File: config.mk
export PLATFORM = sky130hd
export DESIGN_NAME = ssb_symbol_scheduler
export DESIGN_NICKNAME = d
export VERILOG_FILES = /design/src/rtl/ssb_symbol_scheduler.sv
export SDC_FILE = /design/constraint.sdc
export NUM_CORES = 1
export LEC_CHECK = 0
export CAP_MARGIN = 40
export CELL_PAD_IN_SITES_DETAIL_PLACEMENT = 0
export CELL_PAD_IN_SITES_GLOBAL_PLACEMENT = 1
export CORE_MARGIN = 2
export CORE_UTILIZATION = 33
export CTS_CLUSTER_SIZE = 30
export DETAILED_ROUTE_END_ITERATION = 10
export GPL_TIMING_DRIVEN = 1
export PLACE_DENSITY = 0.85
export SYNTH_ARGS = -nofsm -noshare
export SYNTH_HDL_FRONTEND = slang
export SYNTH_SLANG_ARGS = --single-unit
File: constraint.sdc
create_clock -name clk_i -period 1.8 [get_ports clk_i]
set_input_delay 0.36 -clock clk_i [delete_from_list [all_inputs] [get_ports clk_i]]
set_output_delay 0.36 -clock clk_i [all_outputs]
set_load 0.05 [all_outputs]
File: src/rtl/ssb_symbol_scheduler.sv
// ssb_symbol_scheduler
// Frames the time-domain sample stream of one SS/PBCH block into OFDM symbols.
// For each symbol it drops the cyclic prefix and forwards FFT_LEN samples to the
// FFT demodulator. It also reports symbol position, busy and done status downstream.
`timescale 1ns/1ps

module ssb_symbol_scheduler #(
    parameter int IN_DW       = 32,
    parameter int FFT_LEN     = 256,
    parameter int CP_LEN      = 18,
    parameter int MAX_SYMBOLS = 4,
    localparam int NUM_W      = $clog2(MAX_SYMBOLS + 1),
    localparam int IDX_W      = (MAX_SYMBOLS > 1) ? $clog2(MAX_SYMBOLS) : 1
) (
    input  logic             clk_i,
    input  logic             reset_ni,
    input  logic [IN_DW-1:0] s_axis_in_tdata,
    input  logic             s_axis_in_tvalid,
    input  logic             start_i,
    input  logic [NUM_W-1:0] num_symbols_i,
    output logic [IN_DW-1:0] m_axis_out_tdata,
    output logic             m_axis_out_tvalid,
    output logic             SSB_start_o,
    output logic             symbol_start_o,
    output logic [IDX_W-1:0] symbol_idx_o,
    output logic             busy_o,
    output logic             done_o,
    output logic             start_ignored_o
);

    localparam int CP_W  = $clog2(CP_LEN + 1);
    localparam int FWD_W = $clog2(FFT_LEN);

    typedef enum logic [1:0] {
        S_IDLE,
        S_WAIT_FIRST,
        S_SKIP_CP,
        S_FWD
    } state_t;

    // The sample that starts a run is CP sample 0. With a one-sample prefix it
    // is also the last CP sample, so forwarding begins with the next sample.
    localparam state_t          FIRST_STATE = (CP_LEN == 1) ? S_FWD : S_SKIP_CP;
    localparam logic [CP_W-1:0]  FIRST_CP   = (CP_LEN == 1) ? CP_W'(0) : CP_W'(1);
    localparam logic [CP_W-1:0]  CP_LAST    = CP_W'(CP_LEN - 1);
    localparam logic [FWD_W-1:0] FWD_LAST   = FWD_W'(FFT_LEN - 1);
    localparam logic [NUM_W-1:0] MAX_SYM    = NUM_W'(MAX_SYMBOLS);

    state_t             state_q, state_d;
    logic [CP_W-1:0]    cp_cnt_q, cp_cnt_d;
    logic [FWD_W-1:0]   fwd_cnt_q, fwd_cnt_d;
    logic [IDX_W-1:0]   sym_idx_q, sym_idx_d;
    logic [NUM_W-1:0]   n_sym_q, n_sym_d;

    logic [IN_DW-1:0]   out_data_q, out_data_d;
    logic               out_valid_q, out_valid_d;
    logic               ssb_start_q, ssb_start_d;
    logic               sym_start_q, sym_start_d;
    logic [IDX_W-1:0]   idx_out_q, idx_out_d;
    logic               busy_q, busy_d;
    logic               done_q, done_d;
    logic               start_ign_q, start_ign_d;

    logic               last_sym;
    logic [NUM_W-1:0]   n_sym_clamped;

    assign last_sym      = ((NUM_W'(sym_idx_q) + NUM_W'(1)) == n_sym_q);
    assign n_sym_clamped = (num_symbols_i > MAX_SYM) ? MAX_SYM : num_symbols_i;

    // Next-state, counter and registered-output logic for the framing FSM.
    always_comb begin
        state_d     = state_q;
        cp_cnt_d    = cp_cnt_q;
        fwd_cnt_d   = fwd_cnt_q;
        sym_idx_d   = sym_idx_q;
        n_sym_d     = n_sym_q;
        out_data_d  = out_data_q;
        out_valid_d = 1'b0;
        ssb_start_d = 1'b0;
        sym_start_d = 1'b0;
        idx_out_d   = idx_out_q;
        done_d      = 1'b0;
        start_ign_d = start_i && ((state_q != S_IDLE) || (num_symbols_i == '0));

        case (state_q)
            S_IDLE: begin
                idx_out_d = '0;
                if (start_i && (num_symbols_i != '0)) begin
                    n_sym_d   = n_sym_clamped;
                    sym_idx_d = '0;
                    cp_cnt_d  = '0;
                    fwd_cnt_d = '0;
                    if (s_axis_in_tvalid) begin
                        state_d  = FIRST_STATE;
                        cp_cnt_d = FIRST_CP;
                    end else begin
                        state_d = S_WAIT_FIRST;
                    end
                end
            end

            S_WAIT_FIRST: begin
                if (s_axis_in_tvalid) begin
                    state_d  = FIRST_STATE;
                    cp_cnt_d = FIRST_CP;
                end
            end

            S_SKIP_CP: begin
                if (s_axis_in_tvalid) begin
                    if (cp_cnt_q == CP_LAST) begin
                        state_d   = S_FWD;
                        cp_cnt_d  = '0;
                        fwd_cnt_d = '0;
                    end else begin
                        cp_cnt_d = cp_cnt_q + CP_W'(1);
                    end
                end
            end

            S_FWD: begin
                if (s_axis_in_tvalid) begin
                    out_valid_d = 1'b1;
                    out_data_d  = s_axis_in_tdata;
                    sym_start_d = (fwd_cnt_q == '0);
                    ssb_start_d = (fwd_cnt_q == '0) && (sym_idx_q == '0);
                    idx_out_d   = sym_idx_q;
                    if (fwd_cnt_q == FWD_LAST) begin
                        fwd_cnt_d = '0;
                        if (last_sym) begin
                            done_d    = 1'b1;
                            state_d   = S_IDLE;
                            sym_idx_d = '0;
                        end else begin
                            sym_idx_d = sym_idx_q + IDX_W'(1);
                            state_d   = S_SKIP_CP;
                            cp_cnt_d  = '0;
                        end
                    end else begin
                        fwd_cnt_d = fwd_cnt_q + FWD_W'(1);
                    end
                end
            end

            default: begin
                state_d = S_IDLE;
            end
        endcase

        busy_d = (state_d != S_IDLE);
    end

    // State, counters and all outputs are registered; reset abandons any run.
    always_ff @(posedge clk_i or negedge reset_ni) begin
        if (!reset_ni) begin
            state_q     <= S_IDLE;
            cp_cnt_q    <= '0;
            fwd_cnt_q   <= '0;
            sym_idx_q   <= '0;
            n_sym_q     <= '0;
            out_data_q  <= '0;
            out_valid_q <= 1'b0;
            ssb_start_q <= 1'b0;
            sym_start_q <= 1'b0;
            idx_out_q   <= '0;
            busy_q      <= 1'b0;
            done_q      <= 1'b0;
            start_ign_q <= 1'b0;
        end else begin
            state_q     <= state_d;
            cp_cnt_q    <= cp_cnt_d;
            fwd_cnt_q   <= fwd_cnt_d;
            sym_idx_q   <= sym_idx_d;
            n_sym_q     <= n_sym_d;
            out_data_q  <= out_data_d;
            out_valid_q <= out_valid_d;
            ssb_start_q <= ssb_start_d;
            sym_start_q <= sym_start_d;
            idx_out_q   <= idx_out_d;
            busy_q      <= busy_d;
            done_q      <= done_d;
            start_ign_q <= start_ign_d;
        end
    end

    assign m_axis_out_tdata  = out_data_q;
    assign m_axis_out_tvalid = out_valid_q;
    assign SSB_start_o       = ssb_start_q;
    assign symbol_start_o    = sym_start_q;
    assign symbol_idx_o      = idx_out_q;
    assign busy_o            = busy_q;
    assign done_o            = done_q;
    assign start_ignored_o   = start_ign_q;

endmodule

==> qor.yml, run 1 <==
status: "complete, but fails checks"
violations: "negative setup slack"
cts.sinks: 60
finalHoldViolCount: 0
cp-start-kind: "register"
diodes: 0
fin_ws_ns: -0.1480
clock_skew_ns: 0.01082
synth-seq-area-share_pct: 53.19
area_delta_synth_final_pct: 49.25
leakage_nw: 1.907
wirelength_um: 6377
die_h_um: 96.49
routed-wl-met2_um: 3148
setup_viol: 5
hpwlAfterDp_um: 4715
hold_path_class: "in2async"
dr.pass1.iters: 5
root_buffer: "clkbuf_8"
place_inst: 456
slowest_stage: "dfrtp_1"
insertion_delay_ns: 0.33
synthAdderAreaFrac_pct: 4.433
critPathMaxFanout: 5
wirelength_met1_um: 2725
die_area_um2: 9309
slew-limit-headroom_pct: 75.95
start_util_pct: 34.18
crit_path_cell_trace: "inv_2, ha_4, xor2_2, nor3_2, a221o_1, or2_4, o41ai_2"
drc: 0
tns_ns: -0.6109
critPathRequiredTime_ns: 2.03
drv_cap: 0
core_area_um2: 8258
numCtsBuffers: 9
worst_setup_path_end_kind: "register"
peakVddDrop_mv: 1.019
fmax_mhz: 513.4
clockBufferDepth: 2
grt_max_degree: 61
antenna_found_initial: 0
cts_tree: "yes"
synth_cell_types: 51
io_pins: 79
synth_simple_gate_area_share_pct: 11.04
fin_crit_sh_pct: 108.2
arrival_ns: 2.18
gr-total-overflow: 0
vias_per_cell: 4.783
dr.first_iter.drc_count: 84
fin_crit_ns: 1.948
worst_path_largest_cell_delay_ns: 0.41
syn_nets: 291
async_reset_ff_share_pct: 100.0
worst_pin_slew_ns: 0.3574
worst_hold_slack_ns: 0.03578
synth_xor_xnor_area_share_pct: 0.9309
final_cells: 475
powerDensity_nw_per_um2: 1754
slew_violations: 0
path_clk_slew_ns: 0.07
met3_length_um: 428
crit_type: "reg2reg"
rsz0062_at_grt: "yes"
synth-edff-count: 0
synth_area_per_cell_um2: 11.66
rows: 33
nets: 414
synth_area_um2: 2823
place_ws_ns: -0.2506
synth-compound-area-share_pct: 12.94
h-tree-depth: 3
synth_ff_type: "dfrtp_1"
grt_pass1_vias: 2321
die_x_um: 96.49
io_buffers: 78
routedWlPerCell_um: 13.43
vias: 2272
final_core_utilization_pct: 51.02
synth_cells: 242
top_layer: "met4"
yosysWarnings: 0
grt_pass1_wl_um: 10270
gp_congestion: 0.7847
grt_usage_pct: 14.18
synth_top_family_by_area: "multiplexers"
drive_above_1_share_pct: 43.51
muxShareOfSynthArea_pct: 13.87
drtAntennaViolNets: 0
ys_ff_latch: 60
## what timing repair did
item	CTS	global route
setup endpoints to repair	8	48
pin swaps	4	7
gates cloned	0	0
gates resized for setup	10	10
buffers inserted	2	1
hold buffers	0	0
## cells by family after synthesis
| kind of cell | count (synthesis) |
|---|---|
| multiplexers | 35 |
| flip-flops | 60 |
| buffers and inverters | 25 |
| adder cells (fa/ha/maj) | 10 |
| XOR/XNOR | 3 |
| AO/OA/AOI/OAI | 49 |
| AND/OR/NAND/NOR | 60 |
## cells in the final DEF (no fill, tap or decap), types with 3 or more instances in the layout
cell type        count
ha_1                 5
inv_1               12
clkbuf_8            10
inv_2                6
o31ai_2              3
mux2_2              33
o31ai_1              9
clkinv_2             3
clkdlybuf4s50_1     37
dfrtp_1             60
nand3_1              9
nor2_1              12
nand2_1             16
o21ai_1              5
ha_4                 3
o21ai_0              9
or4_1                3
buf_4               79
## layer usage
| metal | GRT usage [%] | vias up |
|---|---|---|
| met1 | 15.73 | 1071 |
| met5 | 0 | - |
| met2 | 25.93 | 74 |
| met4 | 4.930 | 0 |
| met3 | 3.957 | 8 |
| li1 | - | 1119 |
## registers in the layout, summed over array words and instances, names as in the netlist, 2 cells and up
register / count
cp_cnt_q: 5
fwd_cnt_q: 8
m_axis_out_tdata: 32
n_sym_q: 3
state_q: 2
sym_idx_q: 2
symbol_idx_o: 2
## area by class of cell
type | count | area (µm²)
fill | 723 | 4045
sequential | 60 | 1501
multi-input combinational | 157 | 1326
timing repair buffer | 119 | 1008
clock buffer | 10 | 137.6
tap | 105 | 131.4
inverter | 18 | 67.56
clock inverter | 6 | 40.04
## metrics by stage
step / total power [mW] / area (µm²)
4_1_cts: 7.329 / 4156
3_3_place_gp: 6.077 / 3924
5_1_grt: 7.831 / 4213
3_5_place_dp: 6.167 / 3924
6_report: 7.388 / 4213
2_1_floorplan: 4.726 / 2840
## cells in the mapped netlist (4+ instances only)
master	count	area, µm²
nand3_1	9	45.04
inv_1	16	60.06
nand2_1	16	60.06
o31ai_1	12	90.09
o21ai_1	4	20.02
o21ai_0	11	55.05
buf_2	6	30.03
mux2_2	33	371.6
nor2_1	12	45.04
ha_1	10	125.1
dfrtp_1	60	1501
## power by group
part,total [mW],internal (mW),switching [mW]
Sequential,2.15,1.85,0.302
Combinational,4.19,1.63,2.56
Clock,1.05,0.533,0.514
Total,7.39,4.01,3.37
## critical path, delay by kind of cell, from the launching register on
kind,cells,cell delay [ns]
AO/OA/AOI/OAI,2,0.58
flip-flops,1,0.41
AND/OR/NAND/NOR,2,0.36
adder cells (fa/ha/maj),1,0.28
XOR/XNOR,1,0.15
buffers and inverters,1,0.07
## path summary, 6_finish.rpt
path	start	endpoint	slack [ns]	depth (start not counted)
worst max-delay path	sym_idx_q[0]$_DFFE_PN0P_	cp_cnt_q[2]$_DFFE_PN0P_	-0.15	7
worst min-delay path	reset_ni	m_axis_out_tdata[22]$_DFFE_PN0P_	0.04	2
worst max register to register	sym_idx_q[0]$_DFFE_PN0P_	cp_cnt_q[2]$_DFFE_PN0P_	-0.15	7
worst min register to register	cp_cnt_q[4]$_DFFE_PN0P_	cp_cnt_q[4]$_DFFE_PN0P_	0.51	1
max in group asynchronous	reset_ni	m_axis_out_tdata[10]$_DFFE_PN0P_	1.50	2
min in group clk_i	cp_cnt_q[4]$_DFFE_PN0P_	cp_cnt_q[4]$_DFFE_PN0P_	0.51	1
No activity file was read; power rests on OpenSTA's default activity.
==> run 2: changes to the inputs <==
--- a/config.mk
+++ b/config.mk
@@ -10,7 +10,6 @@
 export CELL_PAD_IN_SITES_GLOBAL_PLACEMENT = 1
 export CORE_MARGIN = 2
 export CORE_UTILIZATION = 33
-export CTS_CLUSTER_SIZE = 30
 export DETAILED_ROUTE_END_ITERATION = 10
 export GPL_TIMING_DRIVEN = 1
 export PLACE_DENSITY = 0.85
==> results of run 2 <==
No change in the layout: final DEF, timing and power equal those of run 1.
==> run 3: changes to the inputs <==
==> constraint.sdc (replaced) <==
create_clock -name clk_i -period 1.8 [get_ports clk_i]
set_input_delay 0.18 -clock clk_i [delete_from_list [all_inputs] [get_ports clk_i]]
set_output_delay 0.18 -clock clk_i [all_outputs]
set_load 0.05 [all_outputs]
==> qor.yml, run 3 (synthesized netlist as in run 1, its figures left out) <==
status: "complete, but fails checks"
violations: "negative setup slack"
gp_congestion: 0.8383  # +6.8%
rsz0062_at_grt: "yes"
grt_pass1_vias: 2275  # -2.0%
worst_setup_path_end_kind: "register"
fmax_mhz: 521.6  # +1.6%
root_buffer: "clkbuf_8"
drtAntennaViolNets: 0  # unchanged
cp-start-kind: "register"
area_delta_synth_final_pct: 52.70
start_util_pct: 34.18  # unchanged
worst_path_largest_cell_delay_ns: 0.40  # about the same
final_cell_mix: "clkdlybuf4s50_1 (77), dfrtp_1 (58), buf_4 (38)"
io_pins: 79  # unchanged
crit_type: "reg2reg"
crit_path_cell_trace: "inv_2, ha_4, xor2_2, nor3_2, a221o_1, or2_4, o41ai_2"
finalHoldViolCount: 0  # unchanged
p_int_mw: 4.188  # +4.3%
rows: 33  # unchanged
power_frac_comb_pct: 56.1  # -0.6 points
slew_violations: 0  # unchanged
drv_cap: 0  # unchanged
powerDensity_nw_per_um2: 1752  # about the same
leakage_nw: 1.852  # -2.9%
antenna_found_initial: 0  # unchanged
vias: 2316  # +1.9%
reg2reg_from: "sym_idx_q[1]$_DFFE_PN0P_"
vias_per_cell: 4.876  # +1.9%
slew-limit-headroom_pct: 64.71  # -11 points
hpwlAfterDp_um: 4630  # -1.8%
die_x_um: 96.49  # unchanged
path_clk_slew_ns: 0.07  # about the same
peakVddDrop_mv: 0.8367  # -18%
insertion_delay_ns: 0.34  # about the same
final_cells: 475  # unchanged
tns_ns: -0.4854  # +0.1255 ns
reg2reg_setup_slack_ns: -0.12  # +0.03 ns
diodes: 0  # unchanged
p_sw_mw: 3.364  # -0.27%
fin_crit_sh_pct: 106.5  # -1.7 points
final_core_utilization_pct: 52.20  # +1.2 points
r2r-end: "cp_cnt_q[2]$_DFFE_PN0P_"
nets: 414  # unchanged
io_buffers: 78  # unchanged
fin_ws_ns: -0.1170  # +0.03095 ns
rr_worst_depth: 7  # unchanged
largest_reg_flops: 32  # unchanged
final_common_cell: "clkdlybuf4s50_1"
drc: 0  # unchanged
crit_buf_inv: 1  # unchanged
core_area_um2: 8258  # unchanged
place_inst: 455  # -0.22%
critPathMaxFanout: 5  # unchanged
clock_skew_ns: 0.007510  # -0.003315 ns
cp_top_family: "compound AO/OA/AOI/OAI gates"
clockBufferDepth: 2  # unchanged
worst_pin_slew_ns: 0.5276  # +0.1702 ns
h-tree-depth: 3  # unchanged
gr-total-overflow: 0  # unchanged
critPathRequiredTime_ns: 2.03  # about the same
die_h_um: 96.49  # unchanged
hold_path_class: "in2async"
sw_frac_of_total_pct: 44.55  # -1.1 points
grt_usage_pct: 14.68  # +0.50 points
clock_power_share_pct: 15.5  # +1.3 points
cts_tree: "yes"
grt_max_degree: 61  # unchanged
arrival_ns: 2.15  # -0.03 ns
dr.pass1.iters: 4  # -1
grt_pass1_wl_um: 10430  # +1.5%
die_area_um2: 9309  # unchanged
setup_viol: 5  # unchanged
routedWlPerCell_um: 13.54  # +0.86%
fin_crit_ns: 1.917  # -0.03095 ns
cts.sinks: 60  # unchanged
place_ws_ns: -0.1964  # +0.05419 ns
wirelength_um: 6432  # +0.86%
numCtsBuffers: 9  # unchanged
finalPower_mw: 7.552  # +2.2%
slowest_stage: "dfrtp_1"
drive_above_1_share_pct: 32.70  # -11 points
dr.first_iter.drc_count: 42  # -50%
pwr-share-seq_pct: 28.4  # -0.8 points
run 3: cell type report:
type                    instances  area (µm²)
clock buffers                  10       127.6
clock inverters                 6       63.81
fillers                       730        3948
inverters                      18       67.56
multi-input cells             157        1314
flip-flops and latches         60        1504
well taps                     105       131.4
repair buffers                119        1102
run 3: worst register-to-register path: stages, from the launching register on:
cell	delay [ns]
dfrtp_1	0.40
inv_2	0.06
ha_4	0.27
xor2_2	0.16
nor3_2	0.06
a221o_1	0.38
or2_4	0.29
o41ai_2	0.19
run 3: how the worst max path moves through the flow:
| stage | startpoint | end | slack [ns] | depth (start not counted) |
|---|---|---|---|---|
| 6_report | sym_idx_q[1]$_DFFE_PN0P_ | cp_cnt_q[2]$_DFFE_PN0P_ | -0.12 | 7 |
| 5_1_grt | sym_idx_q[0]$_DFFE_PN0P_ | cp_cnt_q[2]$_DFFE_PN0P_ | -0.22 | 7 |
| 4_1_cts | sym_idx_q[1]$_DFFE_PN0P_ | cp_cnt_q[2]$_DFFE_PN0P_ | -0.14 | 7 |
| 3_5_place_dp | sym_idx_q[1]$_DFFE_PN0P_ | cp_cnt_q[1]$_DFFE_PN0P_ | -0.20 | 7 |
| 3_3_place_gp | sym_idx_q[1]$_DFFE_PN0P_ | cp_cnt_q[2]$_DFFE_PN0P_ | -0.10 | 7 |
| 2_1_floorplan | sym_idx_q[0]$_DFFE_PN0P_ | cp_cnt_q[2]$_DFFE_PN0P_ | -0.05 | 7 |
run 3: per-layer routing:
| layer | part of all wire, % | GRT usage, % | wire length (µm) | vias up |
|---|---|---|---|---|
| met5 | 0 | 0 | 0 | - |
| met4 | 1.5 | 6.103 | 94 | 0 |
| met3 | 7.4 | 5.275 | 477 | 10 |
| met2 | 47 | 24.42 | 3036 | 75 |
| met1 | 44 | 17.18 | 2823 | 1113 |
| li1 | - | - | - | 1118 |
run 3: power groups by stage:
stage	combinational (mW)	sequential, mW	clock, mW
detailed placement	4.11	2.17	0
global placement	4.04	2.14	0
finish	4.23	2.15	1.17
CTS	4.21	2.15	1.21
floorplan	1.18	3.54	0
global route	4.51	2.22	1.27
run 3: what timing repair did:
item / CTS / global route
gates cloned: 0 / 0
setup endpoints to repair: 9 / 46
hold endpoints to repair: 60 / 0
hold buffers: 1 / 0
setup buffers: 2 / 1
resized for setup: 12 / 14
pin swaps: 5 / 7
run 3: metrics by stage:
stage	hold slack [ns]	cell area, µm²
after floorplan	-0.1156	2840
after global placement	0.2108	4004
after detailed placement	0.2091	4004
after CTS	0.3741	4265
after global routing	0.4356	4310
final	0.3784	4310
